[src/rtl/alu_exec_unit.sv]
// Integer ALU functional unit: takes issued ops from the reservation station, executes them
// in one E stage, and queues results for CDB broadcast under a req/grant handshake.
module alu_exec_unit #(
  parameter int TAG_W = 3,
  parameter int DEPTH = 2
) (
  input  logic             clk,
  input  logic             rst,
  input  logic             flush,
  input  logic             issue_valid,
  output logic             issue_ready,
  input  logic [2:0]       issue_aluop,
  input  logic             issue_is_cmp,
  input  logic             issue_cmp_uns,
  input  logic [31:0]      issue_a,
  input  logic [31:0]      issue_b,
  input  logic [TAG_W-1:0] issue_tag,
  output logic             cdb_req,
  input  logic             cdb_grant,
  output logic [TAG_W-1:0] cdb_tag,
  output logic [31:0]      cdb_data,
  output logic             busy
);

  localparam int PTR_W  = (DEPTH > 1) ? $clog2(DEPTH) : 1;
  localparam int CNT_W  = $clog2(DEPTH + 1);
  localparam int CNT_W1 = CNT_W + 1;

  typedef enum logic [2:0] {
    ALU_ADD = 3'b000,
    ALU_SLL = 3'b001,
    ALU_SRA = 3'b010,
    ALU_SUB = 3'b011,
    ALU_XOR = 3'b100,
    ALU_SRL = 3'b101,
    ALU_OR  = 3'b110,
    ALU_AND = 3'b111
  } alu_op_e;

  logic             e_valid;
  alu_op_e          e_aluop;
  logic             e_is_cmp;
  logic             e_cmp_uns;
  logic [31:0]      e_a;
  logic [31:0]      e_b;
  logic [TAG_W-1:0] e_tag;
  logic [31:0]      e_result;

  logic [TAG_W-1:0] buf_tag  [DEPTH];
  logic [31:0]      buf_data [DEPTH];
  logic [PTR_W-1:0] head;
  logic [PTR_W-1:0] tail;
  logic [CNT_W-1:0] count;

  logic             pop;
  logic             accept;
  logic [CNT_W1-1:0] slots_used;

  function automatic logic [PTR_W-1:0] ptr_inc(input logic [PTR_W-1:0] p);
    return (p == PTR_W'(DEPTH - 1)) ? '0 : p + 1'b1;
  endfunction

  // Credit counts the op sitting in E, so E can always push without stalling.
  assign cdb_req     = (count != '0);
  assign pop         = cdb_req & cdb_grant & ~flush;
  assign slots_used  = {1'b0, count} + CNT_W1'(e_valid) - CNT_W1'(pop);
  assign issue_ready = ~flush & (slots_used < CNT_W1'(DEPTH));
  assign accept      = issue_valid & issue_ready;
  assign cdb_tag     = cdb_req ? buf_tag[head]  : '0;
  assign cdb_data    = cdb_req ? buf_data[head] : '0;
  assign busy        = e_valid | cdb_req;

  always_comb begin
    e_result = '0;
    if (e_is_cmp) begin
      e_result = {31'b0, e_cmp_uns ? (e_a < e_b) : ($signed(e_a) < $signed(e_b))};
    end else begin
      case (e_aluop)
        ALU_ADD: e_result = e_a + e_b;
        ALU_SUB: e_result = e_a - e_b;
        ALU_SLL: e_result = e_a << e_b[4:0];
        ALU_SRL: e_result = e_a >> e_b[4:0];
        ALU_SRA: e_result = $unsigned($signed(e_a) >>> e_b[4:0]);
        ALU_XOR: e_result = e_a ^ e_b;
        ALU_OR:  e_result = e_a | e_b;
        ALU_AND: e_result = e_a & e_b;
        default: e_result = '0;
      endcase
    end
  end

  always_ff @(posedge clk or negedge rst) begin
    if (!rst) begin
      e_valid   <= 1'b0;
      e_aluop   <= ALU_ADD;
      e_is_cmp  <= 1'b0;
      e_cmp_uns <= 1'b0;
      e_a       <= '0;
      e_b       <= '0;
      e_tag     <= '0;
      head      <= '0;
      tail      <= '0;
      count     <= '0;
    end else if (flush) begin
      e_valid <= 1'b0;
      head    <= '0;
      tail    <= '0;
      count   <= '0;
    end else begin
      e_valid <= accept;
      if (accept) begin
        e_aluop   <= alu_op_e'(issue_aluop);
        e_is_cmp  <= issue_is_cmp;
        e_cmp_uns <= issue_cmp_uns;
        e_a       <= issue_a;
        e_b       <= issue_b;
        e_tag     <= issue_tag;
      end
      if (e_valid) tail <= ptr_inc(tail);
      if (pop)     head <= ptr_inc(head);
      count <= count + CNT_W'(e_valid) - CNT_W'(pop);
    end
  end

  // Storage needs no reset: entries are only visible while count says they are live.
  always_ff @(posedge clk) begin
    if (e_valid && !flush) begin
      buf_tag[tail]  <= e_tag;
      buf_data[tail] <= e_result;
    end
  end

endmodule

[config.mk]
export PLATFORM = sky130hd
export DESIGN_NAME = alu_exec_unit
export DESIGN_NICKNAME = d
export VERILOG_FILES = /design/src/rtl/alu_exec_unit.sv
export SDC_FILE = /design/constraint.sdc
export NUM_CORES = 1
export LEC_CHECK = 0
export CAP_MARGIN = 20
export CORE_MARGIN = 5
export CORE_UTILIZATION = 46
export DETAILED_ROUTE_END_ITERATION = 7
export PLACE_DENSITY_LB_ADDON = 0.1
export RECOVER_POWER = 50
export SLEW_MARGIN = 30
export SYNTH_ARGS = -nofsm -noshare
export SYNTH_HDL_FRONTEND = slang
export SYNTH_SLANG_ARGS = --single-unit
[constraint.sdc]
create_clock -name clk -period 3.7 [get_ports clk]
set_input_delay 0.74 -clock clk [delete_from_list [all_inputs] [get_ports clk]]
set_output_delay 0.74 -clock clk [all_outputs]
set_load 0.03 [all_outputs]
==> qor.txt <==
area leader, netlist: edfxtp_1
initial antenna violation count: 1
CTS tree: yes
nets: 2,139
Final ANT Viol Nets: 0
vias in the first global route: 13,700
wire per inst: 24.1 µm
Via Count: 14,500
Worst Setup SP: flush
top cells by area, synth: edfxtp_1, dfrtp_1, ha_1
Worst-Margin Slew: 1.73 ns
final wirelength: 57,200 µm
gpl congestion: 1.01
WP data arrival: 2.84 ns
CP max FO: 2
DR pass1 iterations: 7
1st-iter DRT viols: 1,595
final setup vio count: 0
Worst-Skew Late Latency: 0.46 ns
worst slew margin relative to its limit: -0.154
core area: 0.0313 mm²
num ports: 115
post-detail-place hpwl: 44,400 µm
DR vias/cell: 6.12
Avg Inst Size Synth: 8.25 µm²
Die X: 187 µm
RSZ-0062 raised after global routing: no
clock skew: 0.0176 ns
largest net degree at the start of global routing: 85
reg2reg start: e_b[0]$_DFFE_PN0P_
Hold Fails Final Rpt: 0
Num CTS Buffers: 17
die height: 187 µm
Reg clk slew, reported paths: 0.06 ns
run status: finished with violations
Critical Path RT: 2.96 ns
CP Launch Type: input port
hold path cells: 0
Setup crit end kind: output pin
postcts setup bufs: 0
share of cells above drive strength 1: 0.171
sequential share of the synthesized area: 0.278
Area growth syn-to-layout: 21.7%
max_cap viols: 1
global-route wire length before repair: 86,300 µm
GRT Total Usage: 0.318
synth unique cells: 89
register area: 0.00404 mm²
Final Cycle Share: 0.967
HP Start: e_tag[0]$_DFFE_PN0P_
fin crit period: 3.58 ns
critical path class: in -> out
area of the multi-input gates: 0.00945 mm²
Die Area: 0.0351 mm²
Yosys warning total: 0
syn_nets: 1,935
max-slew violations: 56
ys async rst share: 0.524
synthesized cell area: 0.0145 mm²
Core Rows: 65
fillers: 2,948
Setup TNS: 0 ns
violations in the final reports: max-capacitance violations, max-slew violations
port bufs: 114
GRT overflow: 0
Hold Crit Class: reg -> reg
ant diodes: 0
Fmax: 280 MHz
H-tree depth: 4
EDFF count, synth: 70
# DRC: 0
post-synth top area share: 0.145
clk root buf: clkbuf_16
clk sink count: 147
ys flop type: dfrtp_1
Post-Synthesis Cells: 1,756
Clock Path Buffers: 2
flops & latches, synth: 147
r2r worst-path depth: 15
Initial Util: 0.462
-- cell families after synthesis --
family                     after synthesis  share of synthesized area
DFF                                    147                      0.278
adders and majority gates              102                     0.0897
AOI/OAI and AO/OA                      559                      0.256
and+or+nand+nor                        529                      0.159
xor gates and xnor gates                45                     0.0272
muxes                                  137                      0.119
buffers and inverters                  237                     0.0719
-- metrics by stage --
stage	cell area, µm²	hold slack [ns]	cells	setup slack, ns	util
floorplan	14500	0.442	1756	0.0311	-
global placement	17100	0.449	2343	0.205	0.546
detailed placement	17100	0.459	2343	0.175	0.546
CTS	17700	0.389	2375	0.134	0.564
global route	17600	0.480	2375	0.0327	0.563
finish	17600	0.469	2375	0.124	0.563
-- worst paths after layout --
path / endpoint / slack [ns]
worst max-delay path: issue_ready / 0.12
worst min register to register: buf_tag[1][0]$_DFFE_PP_ / 0.47
worst max register to register: buf_data[1][0]$_DFFE_PP_ / 0.16
max in group asynchronous: e_a[24]$_DFFE_PN0P_ / 1.45
worst min-delay path: buf_tag[1][0]$_DFFE_PP_ / 0.47
min in group asynchronous: e_b[2]$_DFFE_PN0P_ / 0.70
-- synth_stat cells, types with 6 or more instances --
master / instances
nand3_1: 13
nor2b_1: 14
and2_1: 8
a221oi_1: 23
a221oi_2: 6
a211o_1: 9
buf_4: 9
o31ai_2: 6
o22ai_1: 22
nand2_1: 186
a31oi_1: 8
buf_1: 13
inv_1: 102
o21bai_1: 13
edfxtp_1: 70
a21oi_1: 136
mux2_2: 16
o221ai_1: 9
a211oi_1: 33
o211ai_1: 9
mux4_2: 26
mux2i_1: 93
buf_6: 7
o31ai_1: 11
nor4_1: 10
nor3_1: 30
o21ai_0: 156
ha_1: 99
and3_1: 6
clkbuf_1: 66
a2111oi_0: 7
buf_2: 30
xor2_1: 11
inv_2: 7
nor2_1: 216
a21oi_2: 10
nand2b_1: 12
xnor2_1: 34
a21o_1: 10
dfrtp_1: 77
o21ai_1: 18
-- registers in the layout (all words and copies together) (netlist names) --
register	flops
buf_data	64
buf_tag	6
count	2
e_a	32
e_aluop	3
e_b	32
e_cmp_uns	1
e_is_cmp	1
e_tag	3
e_valid	1
head	1
tail	1
-- cell usage in the layout, fill, tap and decap left out, types with 7 or more instances in the layout --
cell               n
a21oi_2           10
o21ai_1           18
xnor2_1           34
nand3_1           13
a211oi_1          33
mux4_2            26
a21o_1            10
a2111oi_0          7
o221ai_1           9
mux2i_1           93
a221oi_1          23
and2_1             8
dfrtp_1           71
nor2b_1           14
o31ai_1           11
o21ai_0          156
a31oi_1            8
clkdlybuf4s50_1  104
a211o_1            9
nand2b_1          12
o21bai_1          13
inv_1            100
nor4_1            10
edfxtp_1          70
nor2_1           214
xor2_1            11
mux2_2            16
buf_4            188
o22ai_1           22
clkbuf_16         17
a21oi_1          136
o211ai_1           9
ha_1              99
nor3_1            30
nand2_1          186
inv_2              8
dlygate4sd3_1      8
-- what timing repair did --
| item | CTS | global route |
|---|---|---|
| endpoints found under the setup margin | 0 | 2 |
| endpoints found under the hold margin | 0 | 0 |
| gates resized for setup | 0 | 1 |
| hold buffers | 0 | 0 |
-- critical path: stages --
cell	delay, ns
dlygate4sd3_1	0.56
nor2_1	0.12
ha_1	0.23
inv_1	0.06
ha_1	0.13
inv_1	0.05
fa_1	0.38
xor2_1	0.18
nor3b_4	0.20
buf_4	0.19
-- layer usage --
layer,vias to the layer above,global-route usage,share of wire,routed length (µm)
met4,0,0.0779,0.023,1300
li1,6753,-,-,-
met5,-,0,0,0
met3,82,0.0679,0.093,5300
met1,6989,0.473,0.46,26200
met2,712,0.471,0.43,24400
-- area by class of cell --
type | count | area share
Tap cell | 402 | 0.0285
Multi-Input combinational cell | 1372 | 0.536
Inverter | 110 | 0.0236
Clock buffer | 20 | 0.0248
Sequential cell | 147 | 0.229
Timing Repair Buffer | 312 | 0.150
Clock inverter | 12 | 0.00753
Power is not shown: default switching activity piles up to over one toggle a cycle in this logic, so the estimate is an artifact.
